**src/rtl/ibexc_tsmap_arb.sv**
```systemverilog
// Arbiter/sequencer for the temporal-safety bitmap SRAM: core reads first,
// then a round-robin between the bus port and the background clear engine.
module ibexc_tsmap_arb #(
    parameter int unsigned TSMapSize   = 1024,
    parameter int unsigned AddrW       = 16,
    parameter int unsigned StarveLimit = 255
) (
    input  logic             clk_i,
    input  logic             rst_ni,
    input  logic             core_cs_i,
    input  logic [AddrW-1:0] core_addr_i,
    output logic [31:0]      core_rdata_o,
    input  logic             bus_req_i,
    input  logic             bus_we_i,
    input  logic [3:0]       bus_be_i,
    input  logic [AddrW-1:0] bus_addr_i,
    input  logic [31:0]      bus_wdata_i,
    output logic             bus_gnt_o,
    output logic             bus_rvalid_o,
    output logic [31:0]      bus_rdata_o,
    output logic             bus_err_o,
    input  logic             clr_start_i,
    input  logic [AddrW-1:0] clr_base_i,
    input  logic [AddrW-1:0] clr_count_i,
    output logic             clr_busy_o,
    output logic             clr_done_o,
    output logic             clr_err_o,
    output logic             mem_req_o,
    output logic             mem_we_o,
    output logic [3:0]       mem_be_o,
    output logic [AddrW-1:0] mem_addr_o,
    output logic [31:0]      mem_wdata_o,
    input  logic [31:0]      mem_rdata_i,
    output logic             starve_o
);

    typedef enum logic [1:0] {
        ClrIdle,
        ClrRun,
        ClrDone
    } clr_state_e;

    localparam logic [AddrW:0]   MapEnd    = (AddrW+1)'(TSMapSize);
    localparam logic [AddrW-1:0] AddrOne   = AddrW'(1);
    localparam logic [15:0]      StarveMax = 16'(StarveLimit);

    clr_state_e       state_q, state_d;
    logic [AddrW-1:0] cur_q, cur_d;
    logic [AddrW-1:0] rem_q, rem_d;
    logic             clr_err_q, clr_err_d;
    logic             rr_bus_q, rr_bus_d;
    logic             rv_q, rerr_q, rrd_q;
    logic [15:0]      starve_q, starve_d;

    logic             clr_pend, clr_gnt, bus_oob, start_bad, any_pend;
    logic [AddrW:0]   clr_end;

    assign clr_pend  = (state_q == ClrRun);
    assign bus_oob   = ({1'b0, bus_addr_i} >= MapEnd);
    assign bus_gnt_o = bus_req_i & ~core_cs_i & (rr_bus_q | ~clr_pend);
    assign clr_gnt   = clr_pend & ~core_cs_i & ~bus_gnt_o;
    assign any_pend  = bus_req_i | clr_pend;

    assign clr_end   = {1'b0, clr_base_i} + {1'b0, clr_count_i};
    assign start_bad = (clr_count_i == '0) || (clr_end > MapEnd);

    always_comb begin
        state_d   = state_q;
        cur_d     = cur_q;
        rem_d     = rem_q;
        clr_err_d = 1'b0;
        unique case (state_q)
            ClrIdle: begin
                if (clr_start_i) begin
                    if (start_bad) begin
                        clr_err_d = 1'b1;
                    end else begin
                        cur_d   = clr_base_i;
                        rem_d   = clr_count_i;
                        state_d = ClrRun;
                    end
                end
            end
            ClrRun: begin
                if (clr_gnt) begin
                    cur_d = cur_q + AddrOne;
                    rem_d = rem_q - AddrOne;
                    if (rem_q == AddrOne) state_d = ClrDone;
                end
            end
            ClrDone: state_d = ClrIdle;
            default: state_d = ClrIdle;
        endcase
    end

    // Pointer hands the next contested slot to whoever did not just win.
    always_comb begin
        rr_bus_d = rr_bus_q;
        if (bus_gnt_o)    rr_bus_d = 1'b0;
        else if (clr_gnt) rr_bus_d = 1'b1;
    end

    always_comb begin
        starve_d = starve_q;
        if (bus_gnt_o || clr_gnt || !any_pend) begin
            starve_d = '0;
        end else if (core_cs_i && (starve_q != StarveMax)) begin
            starve_d = starve_q + 16'd1;
        end
    end

    always_comb begin
        mem_req_o   = 1'b0;
        mem_we_o    = 1'b0;
        mem_be_o    = 4'b0000;
        mem_addr_o  = '0;
        mem_wdata_o = '0;
        if (core_cs_i) begin
            mem_req_o  = 1'b1;
            mem_addr_o = core_addr_i;
        end else if (bus_gnt_o && !bus_oob) begin
            mem_req_o   = 1'b1;
            mem_we_o    = bus_we_i;
            mem_be_o    = bus_we_i ? bus_be_i : 4'b1111;
            mem_addr_o  = bus_addr_i;
            mem_wdata_o = bus_we_i ? bus_wdata_i : 32'h0;
        end else if (clr_gnt) begin
            mem_req_o  = 1'b1;
            mem_we_o   = 1'b1;
            mem_be_o   = 4'b1111;
            mem_addr_o = cur_q;
        end
    end

    always_ff @(posedge clk_i or negedge rst_ni) begin
        if (!rst_ni) begin
            state_q   <= ClrIdle;
            cur_q     <= '0;
            rem_q     <= '0;
            clr_err_q <= 1'b0;
            rr_bus_q  <= 1'b1;
            rv_q      <= 1'b0;
            rerr_q    <= 1'b0;
            rrd_q     <= 1'b0;
            starve_q  <= '0;
        end else begin
            state_q   <= state_d;
            cur_q     <= cur_d;
            rem_q     <= rem_d;
            clr_err_q <= clr_err_d;
            rr_bus_q  <= rr_bus_d;
            rv_q      <= bus_gnt_o;
            rerr_q    <= bus_gnt_o & bus_oob;
            rrd_q     <= bus_gnt_o & ~bus_we_i & ~bus_oob;
            starve_q  <= starve_d;
        end
    end

    assign core_rdata_o = mem_rdata_i;
    assign bus_rvalid_o = rv_q;
    assign bus_err_o    = rerr_q;
    assign bus_rdata_o  = rrd_q ? mem_rdata_i : 32'h0;
    assign clr_busy_o   = (state_q != ClrIdle);
    assign clr_done_o   = (state_q == ClrDone);
    assign clr_err_o    = clr_err_q;
    assign starve_o     = (starve_q == StarveMax);

endmodule

```
**config.mk**
```make
export PLATFORM = sky130hd
export DESIGN_NAME = ibexc_tsmap_arb
export DESIGN_NICKNAME = d
export VERILOG_FILES = /design/src/rtl/ibexc_tsmap_arb.sv
export SDC_FILE = /design/constraint.sdc
export NUM_CORES = 1
export LEC_CHECK = 0
export ABC_AREA = 1
export BUFFER_PORTS_ARGS = -buffer_cell sky130_fd_sc_hd__clkbuf_2
export CELL_PAD_IN_SITES_DETAIL_PLACEMENT = 1
export CELL_PAD_IN_SITES_GLOBAL_PLACEMENT = 1
export CORE_UTILIZATION = 29
export CTS_BUF_LIST = sky130_fd_sc_hd__clkbuf_4 sky130_fd_sc_hd__clkbuf_8
export DETAILED_ROUTE_END_ITERATION = 16
export PLACE_DENSITY_LB_ADDON = 0.05
export SYNTH_ARGS = -nofsm -noshare
export SYNTH_HDL_FRONTEND = slang
export SYNTH_SLANG_ARGS = --single-unit
export TNS_END_PERCENT = 20
```
**constraint.sdc**
```tcl
create_clock -name clk_i -period 1.9 [get_ports clk_i]
set_clock_uncertainty 0.05 [all_clocks]
set_input_delay 0.19 -clock clk_i [delete_from_list [all_inputs] [get_ports clk_i]]
set_output_delay 0.19 -clock clk_i [all_outputs]
set_load 0.02 [all_outputs]
```
==> impl_metrics.csv, run 1 <==
group,metric,value,unit
status,status,"complete, but fails checks",
status,violations,"negative setup slack",
run,cap_violations,0,
clocking,cts_tree,"done",
critical_path,cp_cell_sequence,"nor2_4, nand2_2, nand3_4, inv_6, nor2_4, buf_12, nor2_4, inv_4, o31ai_2, inv_1, clkbuf_8",
power,seq_power_share,36.8,%
critical_path,path_max_fanout,4,
logic_synthesis,netlist_instances,903,
floorplanning,die_x,140,microns
critical_path,max_stage_delay,0.42,ns
power,internal_power,2860,uW
timing,tightest_slew,0.521,ns
clocking,ctsRootBufferMaster,"clkbuf_8",
place,routabilityCongestion,0.853,
logic_synthesis,syn_area,0.00556,sq mm
logic_synthesis,yosysWarnings,0,
critical_path,crit_arrival,1.99,ns
final_layout,final_cell_mix,"nand2_1 (274), clkbuf_2 (208), buf_4 (139)",
clocking,clk_latency,0.34,ns
floorplanning,die-area,0.0197,sq mm
final_layout,area_delta_synth_final,56.5,%
clocking,cts.clk_slew.worst_paths,0.12,ns
logic_synthesis,yosysTopAreaCell,"dfrtp_1",
critical_path,crit_slowest_cell,"dfrtp_1",
critical_path,endpoint_kind,"output port",
clocking,cts_htree_levels,2,
final_layout,final_layout_size_suffix_gt1_share,40.6,%
place,io_buffers,262,
floorplanning,start_util,29.6,%
global_route,grt_pass1_vias,7124,
drt,num_vias,6979,
power,pwr-share-clk,14.4,%
critical_path,start_kind,"flop",
critical_path,r2r_slack,-0.16,ns
timing,slew_viol_final,0,
logic_synthesis,synth_edf_count,0,
final_layout,layout.cells.most_common,"nand2_1",
logic_synthesis,async_flop_share,100,%
global_route,track_usage,24.6,%
drt,drt_iter0_drc,216,
timing,clock.fmax,0.449,GHz
floorplanning,ios,263,
power,power_density,581,mW/mm^2
worst_hold_path,min_path_type,"input pin to flop",
timing,fin_ws,-0.328,ns
drt,drc,0,
timing,rsz0062_at_grt,"true",
clocking,cts_made_buffers,5,
global_route,gr-total-overflow,0,
drt,route.final.wire_length,24400,microns
power,ir_drop,0.339,mV
final_layout,nets,1395,
power,finalPower,5060,uW
timing,hold_violations,0,
logic_synthesis,syn_nets,1062,
floorplanning,core,0.0188,sq mm
place,dp_hpwl,19600,microns
logic_synthesis,synth_top_area_share,24.3,%
logic_synthesis,synth_cell_types,47,
power,switching_share,43.4,%
critical_path,worstPathRequired,1.66,ns
power,p_switching,2190,uW
global_route,grt_max_degree,33,
timing,relSlewSlack,65.3,%
timing,period_needed,2.23,ns
drt,drt-vias-per-instance,4.74,
critical_path,crit_top_cell,"nor2_4",
critical_path,critPathKind,"flop to output port",
global_route,grt_pass1_wl,37700,microns
timing,fin_tns_setup,-17.26,ns
logic_synthesis,synth_area_leaders,"dfrtp_1 (24%), nand2_1 (19%), inv_1 (9.1%)",
floorplanning,row_count,50,
floorplanning,die_y,140,microns
timing,fin_crit_sh,117,%
global_route,grt_antenna_before_repair,2,
logic_synthesis,ys.flop_type,"dfrtp_1",
drt,ant_nets,0,
power,combPwrFrac,48.7,%
clocking,clockBufferDepth,2,
drt,wl_per_cell,16.5,microns
clocking,clkSinkCount,55,
timing,setup_viol,87,
power,p_leak,0.00495,uW
logic_synthesis,syn_avg_cell_area,6.15,sq um
logic_synthesis,yosysSeqAreaShare,24.8,%
drt,first_pass_iters,4,
logic_synthesis,ys_ff_latch,55,
cells by family (layout without fill, tap and decap cells):
logic type      after synthesis  after routing  synth area share, %
other cells                   0              2                    0
fa+ha+maj                    21             21                 4.86
xor+xnor                     17             17                 2.68
simple gates                506            506                 40.4
compound gates              102            102                 10.7
flops                        55             55                 24.8
buf+inv                     202            536                 16.6
registers in the layout (all words and copies together) (netlist names):
name	flops
state_q	2
bus_rvalid_o	1
bus_err_o	1
cur_q	16
starve_q	16
rr_bus_q	1
rem_q	16
clr_err_o	1
rrd_q	1
final timing paths:
check | startpoint | endpoint | cells after the start
worst max-delay path | state_q[1] | mem_be_o[2] | 11
worst min-delay path | bus_we_i | rrd_q | 2
worst max register to register | state_q[1] | rem_q[0] | 13
worst min register to register | rr_bus_q | rr_bus_q | 2
max in group asynchronous | rst_ni | rr_bus_q | 3
min in group asynchronous | rst_ni | rem_q[9] | 2
synth_stat cells, types with 9 or more instances:
cell type and instances:
nand2_1 284, buf_4 34, nor3_1 13, nor2_1 68
inv_1 134, clkbuf_1 14, a21oi_1 29, dfrtp_1 54
nand3_1 76, o21ai_0 39, nor3b_1 33, nand4_1 10
xor2_1 9, ha_1 20
critical path, delay by kind of cell (launching register included):
kind	cells	cell delay [ns]
buffers and inverters	5	0.54
DFF	1	0.42
and+or+nand+nor	5	0.62
AOI/OAI and AO/OA	1	0.07
power by group through the flow:
stage          clock, uW  combinational [uW]  sequential [uW]
5_1_grt              793                2770             1920
6_report             729                2460             1860
3_5_place_dp           0                2350             1870
4_1_cts              754                2440             1860
3_3_place_gp           0                2290             1880
2_1_floorplan          0                1380             1810
per-layer routing:
| layer | vias up | track usage (%) | share of wire (%) |
|---|---|---|---|
| li1 | 3496 | - | - |
| met5 | - | 0 | 0 |
| met2 | 167 | 43.6 | 50 |
| met1 | 3299 | 31.3 | 45 |
| met4 | 0 | 5.44 | 1.4 |
| met3 | 17 | 3.45 | 4.1 |
layout make-up:
type / instances / area (sq um)
clock buffer: 7 / 83.8
clock inverter: 1 / 5.00
sequential: 55 / 1380
inverter: 140 / 536
multi-input combinational: 646 / 3720
timing repair buffer: 388 / 2680
antenna: 2 / 5.00
fill: 2501 / 10100
tap: 234 / 293
through the flow:
step / cell area [sq um] / util (%) / setup slack (ns) / instances / hold WS (ns)
after floorplan: 5580 / - / -0.165 / 903 / -0.156
after global placement: 7750 / 41.3 / -0.476 / 1453 / 0.138
after detailed placement: 7750 / 41.3 / -0.554 / 1453 / 0.141
after global routing: 8690 / 46.3 / -0.421 / 1473 / 0.0125
after CTS: 8450 / 45.0 / -0.322 / 1470 / 0.000355
final: 8690 / 46.3 / -0.328 / 1473 / 0.0141
timing repair:
action,CTS,global route
gates resized for setup,130,98
endpoints found under the setup margin,91,102
gates cloned,2,1
pin swaps,16,7
buffers inserted,6,0
hold endpoints to repair,16,0
hold buffers,1,0
Power figures use the tool's default switching activity.
==> run 2: changes to the inputs <==
HOLD_SLACK_MARGIN = 0.02   (was unset)
==> run 2 against run 1 <==
Net effect: the flow still finishes with violations (negative setup slack); routed wire length up 0.32%; global-route usage up 0.051 points; first-iteration DRC count up 6.0%; count of clock-buffer cells in the layout unchanged; design area up 0.12%; flip-flop and latch count unchanged; non-clock buffer count unchanged; worst setup slack better by 0.0089 ns; clock power about the same; critical path type unchanged; highest routed layer unchanged.
==> impl_metrics.csv, run 2 (same netlist as run 1, synthesis figures left out) <==
group,metric,value,unit
clocking,cts.clk_slew.worst_paths,0.12,ns
drt,route.final.wire_length,24400,microns
floorplanning,start_util,29.6,%
timing,fin_crit_sh,117,%
timing,hold_slack,0.130,ns
final_layout,final_cell_mix,"nand2_1 (272), clkbuf_2 (208), buf_4 (137)",
final_layout,final_layout_size_suffix_gt1_share,40.8,%
clocking,ctsRootBufferMaster,"clkbuf_8",
timing,slew_viol_final,0,
worst_hold_path,min_path_type,"input pin to flop",
place,io_buffers,262,
drt,drc,0,
clocking,cts_tree,"done",
global_route,track_usage,24.6,%
clocking,clockBufferDepth,2,
timing,fin_tns_setup,-17.18,ns
power,internal_power,2870,uW
clocking,clkSinkCount,55,
drt,wl_per_cell,16.6,microns
place,dp_hpwl,19600,microns
floorplanning,row_count,50,
floorplanning,die-area,0.0197,sq mm
critical_path,timing.rr.start,"state_q[1]",
final_layout,seq_area,0.00138,sq mm
global_route,grt_pass1_vias,7135,
worst_hold_path,whs_endpoint,"bus_rvalid_o",
timing,hold_violations,0,
clocking,clk_latency,0.34,ns
critical_path,crit_arrival,1.98,ns
status,status,"complete, but fails checks",
drt,first_pass_iters,5,
clocking,cts_made_buffers,5,
final_layout,fin_util,46.4,%
power,power_density,582,mW/mm^2
floorplanning,die_y,140,microns
critical_path,reg2regPathDepth,13,
worst_hold_path,worstHoldPathCells,3,
global_route,grt_pass1_wl,37800,microns
final_layout,reg_top3,"cur_q: 16 flops, rem_q: 16 flops, starve_q: 16 flops",
floorplanning,core,0.0188,sq mm
floorplanning,die_x,140,microns
critical_path,critPathKind,"flop to output port",
drt,num_vias,6993,
timing,relSlewSlack,65.1,%
floorplanning,ios,263,
power,p_leak,0.00491,uW
global_route,grt_antenna_before_repair,1,
critical_path,start_kind,"flop",
power,p_switching,2200,uW
drt,drt_iter0_drc,229,
timing,tightest_slew,0.523,ns
critical_path,worstPathRequired,1.66,ns
power,ir_drop,0.338,mV
final_layout,multi_input_area,0.00373,sq mm
power,seq_power_share,36.8,%
place,pre_cts_ws,-0.554,ns
drt,ant_nets,0,
clocking,cts_htree_levels,2,
power,pwr-share-clk,14.4,%
status,violations,"negative setup slack",
global_route,grt_max_degree,33,
critical_path,endpoint_kind,"output port",
run,cap_violations,0,
worst_hold_path,min-delay-start,"bus_req_i",
power,combPwrFrac,48.8,%
place,routabilityCongestion,0.853,
final_layout,area_delta_synth_final,56.7,%
timing,period_needed,2.22,ns
final_layout,fillCellCount,2499,
timing,rsz0062_at_grt,"true",
final_layout,layout.cells.most_common,"nand2_1",
power,switching_share,43.4,%
global_route,gr-total-overflow,0,
timing,fin_ws,-0.319,ns
critical_path,reg2reg_to,"cur_q[3]",
timing,setup_viol,87,
critical_path,path_max_fanout,4,
final_layout,nets,1395,
critical_path,r2r_slack,-0.17,ns
drt,drt-vias-per-instance,4.75,
power,finalPower,5060,uW
timing,clock.fmax,0.451,GHz
run 2: cell count changes in the layout (fill, tap and decap cells not counted), sizes merged:
cell         before  now
diode             2    1
bufbuf            1    0
buf             167  172
dlygate4sd3       1    2
clkbuf          226  221
run 2: worst max-delay path by stage:
stage	cells past startpoint	startpoint	end	slack [ns]
floorplan	6	bus_addr_i[14]	mem_wdata_o[10]	-0.16
global placement	16	clr_base_i[11]	cur_q[10]	-0.48
detailed placement	18	clr_base_i[0]	cur_q[3]	-0.55
CTS	11	state_q[1]	mem_be_o[2]	-0.32
global route	9	state_q[1]	mem_addr_o[9]	-0.39
finish	11	state_q[1]	mem_be_o[2]	-0.32
run 2: power groups by stage:
| stage | clock network (uW) | logic [uW] | registers [uW] |
|---|---|---|---|
| 2_1_floorplan | 0 | 1380 | 1810 |
| 3_3_place_gp | 0 | 2290 | 1880 |
| 3_5_place_dp | 0 | 2350 | 1870 |
| 4_1_cts | 754 | 2440 | 1860 |
| 5_1_grt | 793 | 2780 | 1920 |
| 6_report | 729 | 2470 | 1870 |
run 2: per-layer routing:
metal  wire [microns]  share of wire [%]  track usage (%)
met1            10900                 45             31.3
met2            12300                 50             44.1
met3              920                3.8             3.42
met4              255                1.0             4.80
met5                0                  0                0
run 2: per-stage QoR:
stage	cells	cell area [sq um]
floorplan	903	5580
global placement	1453	7750
CTS	1471	8460
finish	1472	8700
global route	1472	8700
detailed placement	1453	7750
run 2: repair_timing:
item,CTS,global route
setup endpoints to repair,91,102
cloned,2,1
pin swaps,16,10
gates resized for setup,130,115
setup buffers,6,0
hold buffers,2,0
hold endpoints to repair,17,0
run 2: cell type report:
type | count | area share, %
multi-input combinational | 646 | 42.8
clock buffer | 7 | 0.963
timing repair buffer | 388 | 30.8
antenna | 1 | 0.0287
clock inverter | 1 | 0.0575
inverter | 140 | 6.15
tap | 234 | 3.36
sequential | 55 | 15.8
run 2: worst max-delay path, cell delays in order (launching register included):
cell and delay, ns:
dfrtp_1 0.42, nor2_4 0.22, nand2_2 0.10, nand3_4 0.10, inv_6 0.06, nor2_4 0.18
buf_12 0.14, nor2_4 0.04, inv_4 0.09, o31ai_4 0.07, inv_2 0.10, buf_8 0.11
==> run 3: changes to the inputs <==
MAX_ROUTING_LAYER = met4   (was unset)
==> run 3 against run 2 <==
Net effect: the run still ends with negative setup slack left; worst setup slack improved by 0.0080 ns; core utilization about the same; via count fell by 0.29%; first-iteration DRC count up 9.2%; critical path depth fell by 2; power down 0.18%; sequential share of layout area is essentially flat; worst hold slack better by 0.0020 ns; fmax rose by 0.36%; critical path type unchanged; highest routed layer unchanged.
==> impl_metrics.csv, run 3 (same netlist as run 1, synthesis figures left out) <==
group,metric,value,unit
status,status,"complete, but fails checks",
status,violations,"negative setup slack",
critical_path,critPathKind,"flop to output port",
timing,clock.fmax,0.452,GHz
power,power_density,581,mW/mm^2
global_route,grt_pass1_wl,37800,microns
floorplanning,die-area,0.0197,sq mm
drt,first_pass_iters,4,
timing,hold_violations,0,
global_route,gr-total-overflow,0,
final_layout,final_cell_mix,"nand2_1 (273), clkbuf_2 (208), buf_4 (137)",
place,place_inst,1453,
timing,period_needed,2.21,ns
place,io_buffers,262,
final_layout,fillCellCount,2499,
timing,fin_ws,-0.311,ns
power,ir_drop,0.332,mV
clocking,clk_latency,0.33,ns
final_layout,area_delta_synth_final,56.5,%
power,p_switching,2190,uW
global_route,grt_antenna_before_repair,1,
critical_path,reg2regPathDepth,12,
floorplanning,ios,263,
drt,drc,0,
critical_path,endpoint_kind,"output port",
timing,fin_tns_setup,-17.32,ns
worst_hold_path,min_path_type,"input pin to flop",
final_layout,reg_top3,"cur_q: 16 flops, rem_q: 16 flops, starve_q: 16 flops",
clocking,clkSinkCount,55,
final_layout,stdcell_area,0.00870,sq mm
place,routabilityCongestion,0.867,
global_route,track_usage,25.3,%
floorplanning,die_y,140,microns
critical_path,worstPathRequired,1.66,ns
drt,route.final.wire_length,24400,microns
power,finalPower,5050,uW
floorplanning,die_x,140,microns
critical_path,r2r_slack,-0.17,ns
floorplanning,start_util,29.6,%
final_layout,nets,1395,
power,switching_share,43.3,%
drt,num_vias,6973,
critical_path,crit_arrival,1.97,ns
drt,wl_per_cell,16.6,microns
timing,relSlewSlack,65.8,%
power,p_leak,0.00490,uW
floorplanning,row_count,50,
drt,drt-vias-per-instance,4.74,
timing,slew_viol_final,0,
power,internal_power,2860,uW
drt,ant_nets,0,
timing,tightest_slew,0.513,ns
clocking,cts.clk_slew.worst_paths,0.11,ns
run,cap_violations,0,
floorplanning,core,0.0188,sq mm
place,dpl_cell_area,0.00775,sq mm
clocking,cts_tree,"done",
final_layout,stdcell_count,1472,
power,seq_power_share,36.9,%
place,dp_hpwl,19600,microns
timing,rsz0062_at_grt,"true",
worst_hold_path,worstHoldPathCells,3,
clocking,cts_made_buffers,5,
global_route,grt_max_degree,33,
timing,fin_crit_sh,116,%
global_route,grt_pass1_vias,7131,
timing,setup_viol,87,
final_layout,fin_util,46.3,%
critical_path,start_kind,"flop",
final_layout,layout.cells.most_common,"nand2_1",
drt,drt_iter0_drc,250,
clocking,ctsRootBufferMaster,"clkbuf_8",
final_layout,final_layout_size_suffix_gt1_share,40.7,%
critical_path,path_max_fanout,5,
clocking,cts_htree_levels,2,
clocking,clockBufferDepth,2,
power,pwr-share-clk,14.3,%
power,combPwrFrac,48.8,%
[run 3: cell count changes in the layout (fill, tap and decap cells not counted)]
cell | previous run | this run
buf_6 | 20 | 21
buf_8 | 4 | 3
nand2_1 | 272 | 273
nand2_2 | 14 | 13
[run 3: power groups by stage]
stage / Clock, uW / Combinational, uW / Sequential [uW]
floorplan: 0 / 1380 / 1810
global placement: 0 / 2290 / 1880
detailed placement: 0 / 2350 / 1870
CTS: 754 / 2440 / 1860
global route: 789 / 2780 / 1920
finish: 722 / 2470 / 1860
[run 3: critical path, cell delays in order (launching register included)]
cell and delay (ns):
dfrtp_1 0.42, nor2_4 0.21, nand2_2 0.10, nand3_4 0.10, inv_6 0.06, nor2_4 0.18
inv_4 0.06, buf_6 0.13, o211ai_1 0.19, buf_4 0.18
[run 3: final cells by class]
type	instances	area, sq um	area share (%)
Multi-Input combinational cell	646	3730	42.9
Timing Repair Buffer	388	2670	30.7
Sequential cell	55	1380	15.8
Inverter	140	536	6.16
Tap cell	234	293	3.37
Clock buffer	7	83.8	0.964
Clock inverter	1	5.00	0.0575
Antenna cell	1	2.50	0.0288
[run 3: stage by stage]
step | hold slack, ns | setup slack (ns)
finish | 0.132 | -0.311
global route | 0.126 | -0.391
global placement | 0.138 | -0.476
detailed placement | 0.141 | -0.554
CTS | 0.0943 | -0.322
floorplan | -0.156 | -0.165
[run 3: final timing paths]
| path | from | end |
|---|---|---|
| worst max-delay path | state_q[1] | mem_addr_o[9] |
| worst min-delay path | bus_req_i | bus_rvalid_o |
| worst max register to register | state_q[1] | cur_q[12] |
| worst min register to register | rr_bus_q | rr_bus_q |
| max in group asynchronous | rst_ni | rr_bus_q |
| min in group asynchronous | rst_ni | rem_q[9] |
[run 3: timing repair]
item	4_1_cts	5_1_grt
gates resized for setup	130	113
pin swaps	16	11
hold buffers	2	0
buffers inserted	6	0
hold endpoints to repair	17	0
endpoints found under the setup margin	91	102
gates cloned	2	1
[run 3: per-layer routing]
| layer | global-route usage (%) | wire length, microns | vias up |
|---|---|---|---|
| met2 | 44.0 | 12300 | 165 |
| li1 | - | - | 3491 |
| met5 | - | 0 | - |
| met3 | 3.45 | 968 | 17 |
| met4 | 4.80 | 267 | 0 |
| met1 | 31.4 | 10900 | 3300 |
